## config.mk

```make
export PLATFORM = sky130hd
export DESIGN_NAME = wb_cfg_loader
export DESIGN_NICKNAME = d
export VERILOG_FILES = /design/src/rtl/wb_cfg_loader_pkg.sv /design/src/rtl/wb_cfg_loader_slave_if.sv /design/src/rtl/wb_cfg_loader.sv
export SDC_FILE = /design/constraint.sdc
export NUM_CORES = 1
export LEC_CHECK = 0
export ABC_AREA = 1
export CAP_MARGIN = 40
export CORE_ASPECT_RATIO = 0.9
export CORE_MARGIN = 1
export CORE_UTILIZATION = 35
export DETAILED_ROUTE_END_ITERATION = 6
export PLACE_DENSITY = 0.63
export SYNTH_ARGS = -nofsm -noshare
export SYNTH_HDL_FRONTEND = slang
export SYNTH_SLANG_ARGS = --single-unit
```

## constraint.sdc

```tcl
create_clock -name wb_clk_i -period 3.07 [get_ports wb_clk_i]
set_input_delay 0.614 -clock wb_clk_i [delete_from_list [all_inputs] [get_ports wb_clk_i]]
set_output_delay 0.614 -clock wb_clk_i [all_outputs]
set_load 0.005 [all_outputs]
```

## src/rtl/wb_cfg_loader_pkg.sv

```systemverilog
// Shared constants and types for the Wishbone configuration loader.
// Register offsets, chain length and FSM encoding.
package wb_cfg_loader_pkg;

  localparam int CFG_SIZE = 40;

  localparam logic [3:0] CFG_LD_DATA   = 4'h0;
  localparam logic [3:0] CFG_LD_CTRL   = 4'h4;
  localparam logic [3:0] CFG_LD_STATUS = 4'h8;

  typedef enum logic {
    ST_IDLE  = 1'b0,
    ST_SHIFT = 1'b1
  } state_t;

  function automatic logic [15:0] sat_inc16(
    input logic [15:0] v
  );
    return (v == 16'hFFFF) ? v : v + 16'd1;
  endfunction

endpackage

```

## src/rtl/wb_cfg_loader_slave_if.sv

```systemverilog
// Wishbone slave front end: decode, ack/stall and registered read mux.
// Hands accepted DATA writes and clr requests to the loader core.
module wb_slave_if
  import wb_cfg_loader_pkg::*;
#(
  parameter logic [31:0] BASE_ADDR = 32'h3000_0000
)(
  input  logic        clk,
  input  logic        rst_n,
  input  logic        wbs_stb_i,
  input  logic        wbs_cyc_i,
  input  logic        wbs_we_i,
  input  logic [3:0]  wbs_sel_i,
  input  logic [31:0] wbs_adr_i,
  input  logic [31:0] wbs_dat_i,
  output logic        wbs_ack_o,
  output logic [31:0] wbs_dat_o,
  input  logic        i_busy,
  input  logic        i_buf_full,
  input  logic        i_done,
  input  logic [15:0] i_words_loaded,
  output logic        o_wr_data_valid,
  output logic [31:0] o_wr_data,
  output logic        o_clr_pulse
);

  logic        w_hit;
  logic        w_is_data;
  logic        w_is_ctrl;
  logic        w_is_stat;
  logic        w_stall;
  logic        w_acc;
  logic        w_unused;
  logic        r_ack;
  logic [31:0] r_dat;
  logic [31:0] w_status;

  assign w_hit = (wbs_adr_i[31:4] == BASE_ADDR[31:4]);

  always_comb begin
    w_is_data = 1'b0;
    w_is_ctrl = 1'b0;
    w_is_stat = 1'b0;
    unique case (1'b1)
      (wbs_adr_i[3:0] == CFG_LD_DATA):   w_is_data = 1'b1;
      (wbs_adr_i[3:0] == CFG_LD_CTRL):   w_is_ctrl = 1'b1;
      (wbs_adr_i[3:0] == CFG_LD_STATUS): w_is_stat = 1'b1;
      default: ;
    endcase
  end

  // Only a DATA write into a full buffer waits; everything else goes at once.
  assign w_stall = w_is_data & wbs_we_i & i_buf_full;
  assign w_acc   = wbs_stb_i & wbs_cyc_i & w_hit & ~r_ack & ~w_stall;

  assign o_wr_data_valid = w_acc & wbs_we_i & w_is_data;
  assign o_wr_data       = wbs_dat_i;
  assign o_clr_pulse     = w_acc & wbs_we_i & w_is_ctrl & wbs_dat_i[0];

  assign w_status = {i_words_loaded, 13'd0, i_done, i_buf_full, i_busy};

  always_ff @(posedge clk or negedge rst_n) begin
    if (!rst_n) begin
      r_ack <= 1'b0;
      r_dat <= '0;
    end else begin
      r_ack <= w_acc;
      r_dat <= (w_acc & ~wbs_we_i & w_is_stat) ? w_status : '0;
    end
  end

  assign wbs_ack_o = r_ack;
  assign wbs_dat_o = r_dat;

  assign w_unused = &{1'b0, wbs_sel_i};

endmodule

```

## src/rtl/wb_cfg_loader.sv

```systemverilog
// Wishbone-fed serializer for the fabric configuration shift chain.
// Words are shifted LSB-first, one bit per clock, until CFG_SIZE bits.
module wb_cfg_loader
  import wb_cfg_loader_pkg::*;
#(
  parameter int          CFG_SIZE  = wb_cfg_loader_pkg::CFG_SIZE,
  parameter logic [31:0] BASE_ADDR = 32'h3000_0000
)(
  input  logic        wb_clk_i,
  input  logic        wb_rst_ni,
  input  logic        wbs_stb_i,
  input  logic        wbs_cyc_i,
  input  logic        wbs_we_i,
  input  logic [3:0]  wbs_sel_i,
  input  logic [31:0] wbs_adr_i,
  input  logic [31:0] wbs_dat_i,
  output logic        wbs_ack_o,
  output logic [31:0] wbs_dat_o,
  output logic        cfg_bit_o,
  output logic        cfg_shift_en_o,
  output logic        cfg_done_o
);

  localparam int BW = $clog2(CFG_SIZE + 1);

  state_t        r_state, w_state_nxt;
  logic [31:0]   r_shreg, w_shreg_nxt;
  logic [31:0]   r_buf, w_buf_nxt;
  logic          r_buf_full, w_buf_full_nxt;
  logic [4:0]    r_word_cnt, w_word_cnt_nxt;
  logic [BW-1:0] r_bit_cnt, w_bit_cnt_nxt;
  logic          r_done, w_done_nxt;
  logic [15:0]   r_words, w_words_nxt;
  logic          r_en, w_en_nxt;
  logic          r_bit, w_bit_nxt;
  logic          w_wr_valid;
  logic [31:0]   w_wr_data;
  logic          w_clr;
  logic          w_busy;

  assign w_busy = (r_state == ST_SHIFT);

  wb_slave_if #(
    .BASE_ADDR (BASE_ADDR)
  ) u_wb (
    .clk             (wb_clk_i),
    .rst_n           (wb_rst_ni),
    .wbs_stb_i       (wbs_stb_i),
    .wbs_cyc_i       (wbs_cyc_i),
    .wbs_we_i        (wbs_we_i),
    .wbs_sel_i       (wbs_sel_i),
    .wbs_adr_i       (wbs_adr_i),
    .wbs_dat_i       (wbs_dat_i),
    .wbs_ack_o       (wbs_ack_o),
    .wbs_dat_o       (wbs_dat_o),
    .i_busy          (w_busy),
    .i_buf_full      (r_buf_full),
    .i_done          (r_done),
    .i_words_loaded  (r_words),
    .o_wr_data_valid (w_wr_valid),
    .o_wr_data       (w_wr_data),
    .o_clr_pulse     (w_clr)
  );

  always_comb begin
    w_state_nxt    = r_state;
    w_shreg_nxt    = r_shreg;
    w_buf_nxt      = r_buf;
    w_buf_full_nxt = r_buf_full;
    w_word_cnt_nxt = r_word_cnt;
    w_bit_cnt_nxt  = r_bit_cnt;
    w_done_nxt     = r_done;
    w_words_nxt    = r_words;

    // Writes after completion are acked but dropped.
    if (w_wr_valid && !r_done) begin
      w_buf_nxt      = w_wr_data;
      w_buf_full_nxt = 1'b1;
      w_words_nxt    = sat_inc16(r_words);
    end

    unique case (r_state)
      ST_IDLE: begin
        if (r_buf_full && !r_done) begin
          w_shreg_nxt    = r_buf;
          w_buf_full_nxt = 1'b0;
          w_word_cnt_nxt = 5'd0;
          w_state_nxt    = ST_SHIFT;
        end
      end
      ST_SHIFT: begin
        w_shreg_nxt    = r_shreg >> 1;
        w_word_cnt_nxt = r_word_cnt + 5'd1;
        w_bit_cnt_nxt  = r_bit_cnt + BW'(1);
        if (r_bit_cnt == BW'(CFG_SIZE - 1)) begin
          w_done_nxt  = 1'b1;
          w_state_nxt = ST_IDLE;
        end else if (r_word_cnt == 5'd31 && r_buf_full) begin
          w_shreg_nxt    = r_buf;
          w_buf_full_nxt = 1'b0;
          w_word_cnt_nxt = 5'd0;
        end else if (r_word_cnt == 5'd31) begin
          w_state_nxt = ST_IDLE;
        end
      end
      default: w_state_nxt = ST_IDLE;
    endcase

    if (w_clr) begin
      w_state_nxt    = ST_IDLE;
      w_buf_full_nxt = 1'b0;
      w_word_cnt_nxt = 5'd0;
      w_bit_cnt_nxt  = '0;
      w_done_nxt     = 1'b0;
      w_words_nxt    = 16'd0;
    end

    // Chain outputs are flopped copies of the next shift state.
    w_en_nxt  = (w_state_nxt == ST_SHIFT);
    w_bit_nxt = w_en_nxt & w_shreg_nxt[0];
  end

  always_ff @(posedge wb_clk_i or negedge wb_rst_ni) begin
    if (!wb_rst_ni) begin
      r_state    <= ST_IDLE;
      r_shreg    <= '0;
      r_buf      <= '0;
      r_buf_full <= 1'b0;
      r_word_cnt <= '0;
      r_bit_cnt  <= '0;
      r_done     <= 1'b0;
      r_words    <= '0;
      r_en       <= 1'b0;
      r_bit      <= 1'b0;
    end else begin
      r_state    <= w_state_nxt;
      r_shreg    <= w_shreg_nxt;
      r_buf      <= w_buf_nxt;
      r_buf_full <= w_buf_full_nxt;
      r_word_cnt <= w_word_cnt_nxt;
      r_bit_cnt  <= w_bit_cnt_nxt;
      r_done     <= w_done_nxt;
      r_words    <= w_words_nxt;
      r_en       <= w_en_nxt;
      r_bit      <= w_bit_nxt;
    end
  end

  assign cfg_shift_en_o = r_en;
  assign cfg_bit_o      = r_bit;
  assign cfg_done_o     = r_done;

endmodule

```

After elaboration in Yosys (flattened, before gate mapping). Index checks and enable logic that the tools add are counted. W data, S select, Z words.

Bits in registers: 128. Input port bits: 73. Output and inout bits: 36. Logic and storage cells: 84.

Add/subtract/negate cells: 3. Equality and inequality tests: 9. Muxes and demuxes: 33. Bitwise gates (word level): 17. Reduce and logical (&&, ||, !) cells: 10.

Operator list (count): $mux W32 (4); $pmux W32 S2 (1); $mux W16 (3); $eq A28 B26 Y1 const B (1); $mux W5 (4); $add A16 B1 Y16 const B (1); $eq A16 B16 Y1 const B (1); $mux W1 (16); $and A1 B1 Y1 (13); $mux W6 (2); $pmux W5 S2 (1); $add A6 B1 Y6 const B (1); $eq A6 B6 Y1 const B (1); $reduce_bool A2 Y1 (3); $add A5 B1 Y5 const B (1); $eq A5 B5 Y1 const B (1); $eq A4 B3 Y1 const B (1); $eq A4 B4 Y1 const B (1); $logic_not A4 Y1 (1); $not A1 Y1 (4); $pmux W1 S2 (2); $reduce_and A2 Y1 (2); $logic_and A1 B1 Y1 (3); $ne A3 B2 Y1 const B (1); 3 further kinds (3).

Logic depth before layout (Yosys ltp). Gate-level depths: netlist (run 1).

Depth in word-level cells: 14. Mapped depth: 12.

By module. From an unflattened synthesis (run 1), not the netlist that was laid out.

Cells, all modules: 642. Area, all modules: 5758.0 sq um.

By module, submodules not included: wb_cfg_loader (instances 1, cells each 492, area each 4563.1 sq um); wb_slave_if (instances 1, cells each 150, area each 1194.9 sq um).

Worst setup path before layout (run 1). OpenSTA, ideal clock, no wires.

Kind: input -> register. Start: input port wbs_adr_i[15]. End: register r_buf[10]. Setup time: 0.125 ns. Data arrival time: 1.741 ns. Data required time: 2.945 ns. Path slack: 1.204 ns. Stages: 7. Buffers on the path: 1. Cells stage by stage: nor2_1 and2_1 nand2_1 nor2_2 nand4_4 buf_6 mux2_4.

Longest elaborated chain between the ends: 7.

Ends and longest elaborated chain: start: declaration (RTL line wb_cfg_loader.sv:15) `input logic [31:0] wbs_adr_i,`; $eq A28 B26 Y1 (RTL line wb_cfg_loader_slave_if.sv:38) `assign w_hit = (wbs_adr_i[31:4] == BASE_ADDR[31:4]);`; $and A1 B1 Y1 (3 in a row) (RTL line wb_cfg_loader_slave_if.sv:54) `assign w_acc = wbs_stb_i & wbs_cyc_i & w_hit & ~r_ack & ~w_stall;`; $and A1 B1 Y1 (2 in a row) (RTL line wb_cfg_loader_slave_if.sv:56) `assign o_wr_data_valid = w_acc & wbs_we_i & w_is_data;`; $logic_and A1 B1 Y1 (RTL line wb_cfg_loader.sv:76) `if (w_wr_valid && !r_done) begin`; end signal: assignment (RTL line wb_cfg_loader.sv:138) `r_buf <= w_buf_nxt;`; end: declaration (RTL line wb_cfg_loader.sv:28) `logic [31:0] r_buf, w_buf_nxt;`.

Every way passes these cells. A chain may end at the register's enable or synchronous reset.

Worst setup path in the final report (run 1).
Start: input port wbs_adr_i[29]. End: register r_words[5].

Longest elaborated chain between the ends: 9. Elaborated cells on any way between the ends: 13. Classes of those cells: eq/ne (2); mux (1); bitwise (7); reduce/logical (3).

Ends and longest elaborated chain: $eq A28 B26 Y1 * (RTL line wb_cfg_loader_slave_if.sv:38); $and A1 B1 Y1 * (3 in a row) (RTL line wb_cfg_loader_slave_if.sv:54); $and A1 B1 Y1 * (RTL line wb_cfg_loader_slave_if.sv:56, wb_cfg_loader_slave_if.sv:58); $and A1 B1 Y1, on equally long branches (RTL line wb_cfg_loader_slave_if.sv:58, wb_cfg_loader_slave_if.sv:56); $and A1 B1 Y1 / $logic_and A1 B1 Y1 (equally long branches) (RTL line wb_cfg_loader_slave_if.sv:58, wb_cfg_loader.sv:76); $ne A2 B1 Y1 (no source line) / $reduce_bool A2 Y1 (equally long branches); $reduce_and A2 Y1 (no source line); end signal: assignment (RTL line wb_cfg_loader.sv:143) `r_words <= w_words_nxt;`; end: declaration (RTL line wb_cfg_loader.sv:33) `logic [15:0] r_words, w_words_nxt;`.

Every way passes the cells marked *; elsewhere a longest branch is shown, timed or not.

==> results of run 1 <==
## report_power, final
| group | internal, mW | switching [mW] | total [mW] |
|---|---|---|---|
| logic | 0.0857 | 0.0620 | 0.148 |
| clock network | 1.29 | 0.647 | 1.94 |
| registers | 1.52 | 0.000000260 | 1.52 |
| total | 2.89 | 0.709 | 3.60 |
## final cells by class
class | count | area (um^2) | share of cell area
Clock buffer | 22 | 454.2 | 0.06235
Timing Repair Buffer | 100 | 1001 | 0.1374
Clock inverter | 10 | 132.6 | 0.01821
Inverter | 89 | 335.3 | 0.04603
Sequential cell | 115 | 2878 | 0.3951
Tap cell | 202 | 252.7 | 0.03470
Multi-Input combinational cell | 377 | 2231 | 0.3063
## routing by layer
layer | part of all wire | vias to the layer above | routed length [um] | track usage
met4 | 0.011 | 0 | 126 | 0.05758
met5 | 0 | - | 0 | 0
met2 | 0.50 | 73 | 5645 | 0.2455
li1 | - | 2111 | - | -
met3 | 0.033 | 9 | 374 | 0.04328
met1 | 0.46 | 2000 | 5211 | 0.1914
## worst max-delay path, cell delays in order
cell	delay, ns
clkdlybuf4s50_1	0.48
inv_1	0.04
nor2_1	0.09
nand2_1	0.07
nor2_2	0.09
nand2_2	0.08
nor2_4	0.11
nand4_4	0.24
nor2_8	0.38
nand2_1	0.12
nand2_1	0.08
nand2_1	0.04
nor2_1	0.08
## how the worst max path moves through the flow
stage,cells past startpoint,end,slack (ns)
3_5_place_dp,13,r_words[13]$_DFFE_PN0P_,0.43
4_1_cts,13,r_words[13]$_DFFE_PN0P_,0.86
3_3_place_gp,13,r_words[5]$_DFFE_PN0P_,0.47
2_1_floorplan,7,r_buf[10]$_DFFE_PN0P_,1.20
5_1_grt,13,r_words[15]$_DFFE_PN0P_,0.68
6_report,13,r_words[5]$_DFFE_PN0P_,0.86
## registers in the layout, indices dropped and copies added (netlist names), 5 cells and up
name / count
r_bit_cnt: 6
r_buf: 32
r_shreg: 32
r_words: 16
u_wb.wbs_dat_o: 19
r_word_cnt: 5
## cells by family (layout without fill, tap and decap cells)
family / Yosys count / in the layout / synth area share
simple gates: 211 / 211 / 0.1864
xor+xnor: 2 / 2 / 0.003123
fa+ha+maj: 4 / 4 / 0.008921
compound gates: 116 / 116 / 0.1097
other cells: 1 / 13 / 0.0006684
buf+inv: 121 / 221 / 0.09790
mux: 31 / 31 / 0.08029
flops: 115 / 115 / 0.5129
## cell usage in the layout (no fill, tap or decap), types with 2 or more instances in the layout
| cell | count |
|---|---|
| nor2_1 | 66 |
| xor2_1 | 2 |
| inv_1 | 87 |
| nor2_4 | 6 |
| conb_1 | 13 |
| nand3_2 | 6 |
| nor3_2 | 2 |
| clkbuf_16 | 17 |
| buf_12 | 2 |
| nor3_1 | 5 |
| dfrtp_1 | 115 |
| a21oi_2 | 8 |
| nand2_1 | 74 |
| o21ai_0 | 39 |
| ha_1 | 4 |
| a21oi_1 | 67 |
| mux2_2 | 4 |
| mux2_4 | 27 |
| bufinv_16 | 3 |
| nand3_1 | 23 |
| nand4_4 | 2 |
| clkbuf_1 | 4 |
| buf_4 | 8 |
| clkinv_4 | 2 |
| nand2_2 | 3 |
| clkinv_2 | 6 |
| nand4_1 | 5 |
| clkdlybuf4s50_1 | 90 |
| nor2_2 | 12 |
## metrics by stage
step           total power [mW]  setup WS (ns)
4_1_cts                   3.657         0.8603
5_1_grt                   3.747         0.6760
3_5_place_dp              1.695         0.4264
6_report                  3.603         0.8615
3_3_place_gp              1.692         0.4717
2_1_floorplan             1.579          1.204
==> impl_metrics.tcl, run 1 <==
set metrics [dict create \
    outcome "finished, final reports clean" \
    cts.sinks 115 \
    drive_gt1_frac 0.1585 \
    ys_seq_area_frac 0.5129 \
    rows 43 \
    cts_resized 0 \
    finalWorstPathRequiredPeriod_ns 2.208 \
    startpoint_type "input port" \
    start_util 0.3608 \
    routed_wl_mm 11.36 \
    cap_violations 0 \
    routabilityCongestion 0.7933 \
    timing.rr.end "r_word_cnt[2]$_DFFE_PN0P_" \
    final_area_mm2 0.007284 \
    hold_ws_ns 0.1695 \
    dpl.cell_count 883 \
    insertion_delay_ns 0.40 \
    cts_setup_buffers 0 \
    synth_area_leader_cell "dfrtp_1" \
    antenna_found_initial 0 \
    ys_top_cells_by_count "115 x dfrtp_1, 87 x inv_1, 74 x nand2_1" \
    rr_startpoint "r_word_cnt[0]$_DFFE_PN0P_" \
    ctsHoldBuffers 0 \
    drtAntennaViolNets 0 \
    post-route-period-util 0.7194 \
    drt_first_iter_violations 246 \
    worstSetupPathType "input port to flop" \
    instances_no_fill 915 \
    cts_max_level 4 \
    nFillCells 1433 \
    ys_seq_elements 115 \
    finalClockSkew_ns 0.008112 \
    fin_util 0.4685 \
    hold_viol_final 0 \
    synth_cell_types 37 \
    relSlewSlack 0.4575 \
    clk_pin_slew_ns 0.05 \
    cp.arrival_ns 2.55 \
    dp_hpwl_mm 7.946 \
    syn_avg_cell_area_um2 9.335 \
    end_kind "flop" \
    grt_max_degree 63 \
    ys_async_sr_fraction 1.000 \
    pin_count 109 \
    core_mm2 0.01555 \
    grt_pass1_wl_mm 19.50 \
    drc_errors 0 \
    fmax_mhz 452.8 \
    cts_tree "done" \
    dr.pass1.iters 4 \
    syn_area_mm2 0.005610 \
    synth_cells 601 \
    synth_ff_type "dfrtp_1" \
    cts-buffers-inserted 17 \
    powerDensity_mw_per_mm2 494.6 \
    synth_most_common_cell "dfrtp_1" \
    grt_pass1_vias 4183 \
    worst_slew_pin_slew_ns 0.8129 \
    required_ns 3.41 \
    synth_edf_count 0 \
    vias 4193 \
    rsz0062_at_grt "no" \
    crit_start "wbs_adr_i[29]" \
    p_leak_nw 3.559 \
    gr-total-overflow 0 \
    max-vdd-ir-drop_uv 412.7 \
    min_path_type "input port to asynchronous set/reset pin" \
    vias_per_cell 4.583 \
    synthTopCellsByArea "dfrtp_1 51%, mux2_4 7.2%, a21oi_1 6.0%" \
    finalNetCount 777 \
    grt_usage 0.1515 \
    synth_top_area_share 0.5129 \
    cts_root_buffer "clkbuf_16" \
    ys_warn_count 0 \
    final-max-slew-violation-count 0 \
    setup_tns_ns 0 \
    area_growth_pct 29.84 \
    wl_per_cell_um 12.41 \
    reg2reg_depth 12 \
    die_width_um 135.5 \
    diodes 0 \
    clockBufferDepth 2 \
    dieArea_mm2 0.01654 \
    die_y_um 122.1 \
    portBuffers 91 \
    crit_path_max_fanout 19 \
    dpl_cell_area_mm2 0.006698 \
    r2r_setup_slack_ns 1.03 \
    finalSetupViolCount 0 \
]
(Power assumes the default switching activity.)
==> run 2: changes to the inputs <==
- clock period: 3.07 -> 2.3 ns (I/O delays scaled with it)
==> run 2 against run 1 <==
Against the previous run: first-iteration DRC count is 8.9% lower; final area up 2.3%; die area unchanged; flip-flop and latch count unchanged; register-to-register slack got worse by 0.73 ns; sequential power grew 34%; via count grew 2.2%; total power increased by 40%; routed wire length is 2.3% higher; sequential share of layout area decreased by 0.89 points; global-route usage is 0.47 points higher.
==> impl_metrics.tcl, run 2 (synthesis gave the netlist of run 1 again) <==
set metrics [dict create \
    cap_violations 0 \
    portBuffers 91 \
    start_util 0.3608 \
    cts_tree "done" \
    pin_count 109 \
    hold_ws_ns 0.02337 \
    finalNetCount 788 \
    outcome "finished, final reports clean" \
    grt_pass1_wl_mm 20.18 \
    finalSetupViolCount 0 \
    instances_no_fill 926 \
    crit_path_max_fanout 5 \
    drtAntennaViolNets 0 \
    clockBufferDepth 2 \
    cts.sinks 115 \
    die_width_um 135.5 \
    crit_family "simple AND/OR/NAND/NOR gates" \
    hold_viol_final 0 \
    rows 43 \
    area_growth_pct 32.83 \
    layout_commonest_cell "dfrtp_1" \
    seq_power_share 0.401 \
    worst_slew_pin_slew_ns 0.5725 \
    drive_gt1_frac 0.1754 \
    clkPwrFrac 0.559 \
    vias_per_cell 4.629 \
    total_power_mw 5.054 \
    cts_setup_buffers 0 \
    startpoint_type "flop" \
    relSlewSlack 0.6179 \
    post-route-period-util 0.8712 \
    p_sw_mw 1.007 \
    required_ns 2.59 \
    crit_chain "ha_1, nand3_2, nor2_2, nand2_2, nor2_4, inv_1, nor3_1, nor2_2, buf_4, o21ai_0, nor2_1" \
    wl_per_cell_um 12.54 \
    dieArea_mm2 0.01654 \
    p_comb_frac 0.040 \
    fin_util 0.4793 \
    cp_slowest_cell "dfrtp_1" \
    clk_pin_slew_ns 0.05 \
    fmax_mhz 499.1 \
    grt_usage 0.1562 \
    routed_wl_mm 11.61 \
    final-max-slew-violation-count 0 \
    p_sw_frac 0.1993 \
    drc_errors 0 \
    powerDensity_mw_per_mm2 678.2 \
    path_buf_inv 2 \
    ctsHoldBuffers 0 \
    max-vdd-ir-drop_uv 592.1 \
    slowest_delay_ns 0.40 \
    core_mm2 0.01555 \
    cp.arrival_ns 2.30 \
    cts_resized 0 \
    crit_top_cell "nor2_2" \
    intPower_mw 4.047 \
    grt_max_degree 63 \
    cts_max_level 4 \
    cts_root_buffer "clkbuf_16" \
    worstSetupPathType "flop to flop" \
    routabilityCongestion 0.7968 \
    rsz0062_at_grt "no" \
    drt_first_iter_violations 224 \
    gr-total-overflow 0 \
    finalWorstPathRequiredPeriod_ns 2.004 \
    dr.pass1.iters 4 \
    min_path_type "input port to asynchronous set/reset pin" \
    setup_tns_ns 0 \
    finalClockSkew_ns 0.01039 \
    dp_hpwl_mm 8.228 \
    insertion_delay_ns 0.41 \
    cts-buffers-inserted 17 \
    end_kind "flop" \
    antenna_found_initial 0 \
    vias 4286 \
    dpl.cell_count 894 \
    diodes 0 \
    grt_pass1_vias 4370 \
    p_leak_nw 3.632 \
    die_y_um 122.1 \
    most-common-layout-cells "115 x dfrtp_1, 90 x clkdlybuf4s50_1, 87 x inv_1" \
]
run 2: cell count changes in the layout (fill, tap and decap cells not counted), moves of 2 or more:
| cell | change |
|---|---|
| buf_4 | +9 |
| clkinv_2 | -5 |
| clkinvlp_4 | +4 |
| clkbuf_1 | -3 |
| buf_12 | +2 |
| clkbuf_8 | +2 |
run 2: routing by layer:
layer	wire length, um	part of all wire	track usage	up-vias
met5	0	0	0	-
met1	5200	0.45	0.1919	2077
met4	159	0.014	0.05969	0
met2	5967	0.51	0.2638	68
li1	-	-	-	2126
met3	286	0.025	0.03870	15
run 2: power groups by stage:
stage	clock network (mW)	registers, mW	logic, mW
6_report	2.83	2.03	0.203
5_1_grt	2.98	2.02	0.225
4_1_cts	2.89	2.02	0.208
3_5_place_dp	0	2.06	0.207
3_3_place_gp	0	2.06	0.204
2_1_floorplan	0	2.06	0.0466
run 2: path summary, 6_finish.rpt:
path	from	to	slack (ns)	cells past startpoint
worst max register to register	r_words[0]$_DFFE_PN0P_	r_words[0]$_DFFE_PN0P_	0.30	11
min in group wb_clk_i	r_word_cnt[4]$_DFFE_PN0P_	r_word_cnt[4]$_DFFE_PN0P_	0.48	2
worst max-delay path	r_words[0]$_DFFE_PN0P_	r_words[0]$_DFFE_PN0P_	0.30	11
worst min register to register	r_word_cnt[4]$_DFFE_PN0P_	r_word_cnt[4]$_DFFE_PN0P_	0.48	2
max in group asynchronous	wb_rst_ni	r_shreg[12]$_DFFE_PN0P_	1.65	2
worst min-delay path	wb_rst_ni	r_buf[9]$_DFFE_PN0P_	0.02	1
run 2: layout make-up:
class	count	area (um^2)
clock buffer	21	470.5
clock inverter	11	176.4
fill	1407	8097
inverter	89	335.3
multi-input combinational	377	2231
sequential	115	2878
tap	202	252.7
timing repair buffer	111	1109
run 2: metrics by stage:
stage / instance area, um^2 / setup slack [ns]
finish: 7452 / 0.2962
global route: 7452 / 0.09467
CTS: 7452 / 0.3099
detailed placement: 6805 / -0.06230
global placement: 6805 / 0.01150
floorplan: 5655 / 0.5861
==> run 3: changes to the inputs <==
- REMOVE_ABC_BUFFERS: default -> 1
- SKIP_CTS_REPAIR_TIMING: default -> 1
==> run 3 against run 2 <==
Against the previous run: clock power decreased by 7.4%; cell count decreased by 0.43%; critical path depth unchanged; routed wire length increased by 3.9%; sequential share of layout area increased by 0.31 points.
==> impl_metrics.tcl, run 3 (synthesis gave the netlist of run 1 again) <==
set metrics [dict create \
    outcome "finished, final reports clean" \
    grt_pass1_vias 4283 \
    powerDensity_mw_per_mm2 656.5 \
    max-vdd-ir-drop_uv 528.0 \
    cts.sinks 115 \
    rsz0062_at_grt "no" \
    crit_chain "ha_1, nand3_2, nor2_2, nand2_2, nor2_4, inv_1, nor3_1, nor2_2, buf_4, o21ai_0, nor2_1" \
    final-max-slew-violation-count 0 \
    insertion_delay_ns 0.41 \
    most-common-layout-cells "115 x dfrtp_1, 90 x clkdlybuf4s50_1, 87 x inv_1" \
    core_mm2 0.01555 \
    finalWorstPathRequiredPeriod_ns 2.038 \
    slowest_delay_ns 0.41 \
    drtAntennaViolNets 0 \
    clk_pin_slew_ns 0.05 \
    crit_top_cell "nor2_2" \
    path_buf_inv 2 \
    grt_max_degree 63 \
    dpl.cell_count 891 \
    instances_no_fill 922 \
    vias_per_cell 4.591 \
    portBuffers 91 \
    clockBufferDepth 2 \
    crit_family "simple AND/OR/NAND/NOR gates" \
    p_leak_nw 3.605 \
    cts_root_buffer "clkbuf_16" \
    dp_hpwl_mm 8.372 \
    hold_viol_final 0 \
    area_growth_pct 31.78 \
    rows 43 \
    finalSetupViolCount 0 \
    start_util 0.3608 \
    drt_first_iter_violations 277 \
    vias 4233 \
    diodes 0 \
    dp_slack_ns -0.08183 \
    cts_max_level 4 \
    dr.pass1.iters 4 \
    grt_usage 0.1550 \
    cts_tree "done" \
    cts-buffers-inserted 17 \
    post-route-period-util 0.8860 \
    cp.arrival_ns 2.34 \
    grt_pass1_wl_mm 19.92 \
    dieArea_mm2 0.01654 \
    die_width_um 135.5 \
    drive_gt1_frac 0.1708 \
    gr-total-overflow 0 \
    startpoint_type "flop" \
    pin_count 109 \
    crit_path_max_fanout 8 \
    wl_per_cell_um 13.08 \
    fin_ws_ns 0.2623 \
    finalNetCount 785 \
    required_ns 2.60 \
    fin_util 0.4755 \
    layout_commonest_cell "dfrtp_1" \
    end_kind "flop" \
    die_y_um 122.1 \
    drc_errors 0 \
    reg2reg_depth 11 \
    routabilityCongestion 0.8304 \
    cp_slowest_cell "dfrtp_1" \
    fmax_mhz 490.7 \
    min_path_type "input port to asynchronous set/reset pin" \
    setup_tns_ns 0 \
    finalClockSkew_ns 0.006899 \
    antenna_found_initial 0 \
    worstSetupPathDepth 11 \
    routed_wl_mm 12.06 \
    cap_violations 0 \
    worstSetupPathType "flop to flop" \
]
run 3: cell count changes in the layout (fill, tap and decap cells not counted):
cell,before,now
clkinv_4,3,0
buf_4,17,13
bufinv_16,4,2
buf_12,4,5
clkbuf_8,3,5
clkinv_2,1,3
run 3: per-stage QoR:
stage | instance area (um^2) | hold WS, ns | power, mW
floorplan | 5441 | 0.1644 | 2.088
global placement | 6795 | 0.4496 | 2.265
detailed placement | 6795 | 0.4559 | 2.269
CTS | 7393 | 0.01281 | 4.911
global route | 7393 | 0.02609 | 5.013
finish | 7393 | 0.004954 | 4.853
run 3: area by class of cell:
type	count	area (um^2)
clock buffers	23	498.0
clock inverters	8	100.1
fillers	1434	8155
inverters	89	335.3
multi-input cells	377	2231
flip-flops and latches	115	2878
well taps	202	252.7
repair buffers	108	1099
run 3: path summary, 6_finish.rpt:
| check | start | end | slack, ns |
|---|---|---|---|
| max | r_words[0]$_DFFE_PN0P_ | r_words[0]$_DFFE_PN0P_ | 0.26 |
| min | wb_rst_ni | r_buf[7]$_DFFE_PN0P_ | 0.005 |
| max reg2reg | r_words[0]$_DFFE_PN0P_ | r_words[0]$_DFFE_PN0P_ | 0.26 |
| min reg2reg | r_word_cnt[4]$_DFFE_PN0P_ | r_word_cnt[4]$_DFFE_PN0P_ | 0.49 |
| max in group asynchronous | wb_rst_ni | u_wb.wbs_dat_o[24]$_DFF_PN0_ | 1.67 |
| min in group wb_clk_i | r_word_cnt[4]$_DFFE_PN0P_ | r_word_cnt[4]$_DFFE_PN0P_ | 0.49 |
run 3: report_power, final:
group | total (mW) | switching [mW] | internal, mW
clock network | 2.62 | 0.898 | 1.72
logic | 0.205 | 0.0849 | 0.120
registers | 2.03 | 0.000000338 | 2.03
total | 4.85 | 0.983 | 3.87
run 3: metal layers:
layer,vias up,share of wire,GRT usage
met3,14,0.031,0.03662
met5,-,0,0
met4,0,0.015,0.07303
li1,2111,-,-
met2,81,0.52,0.2612
met1,2027,0.44,0.1870
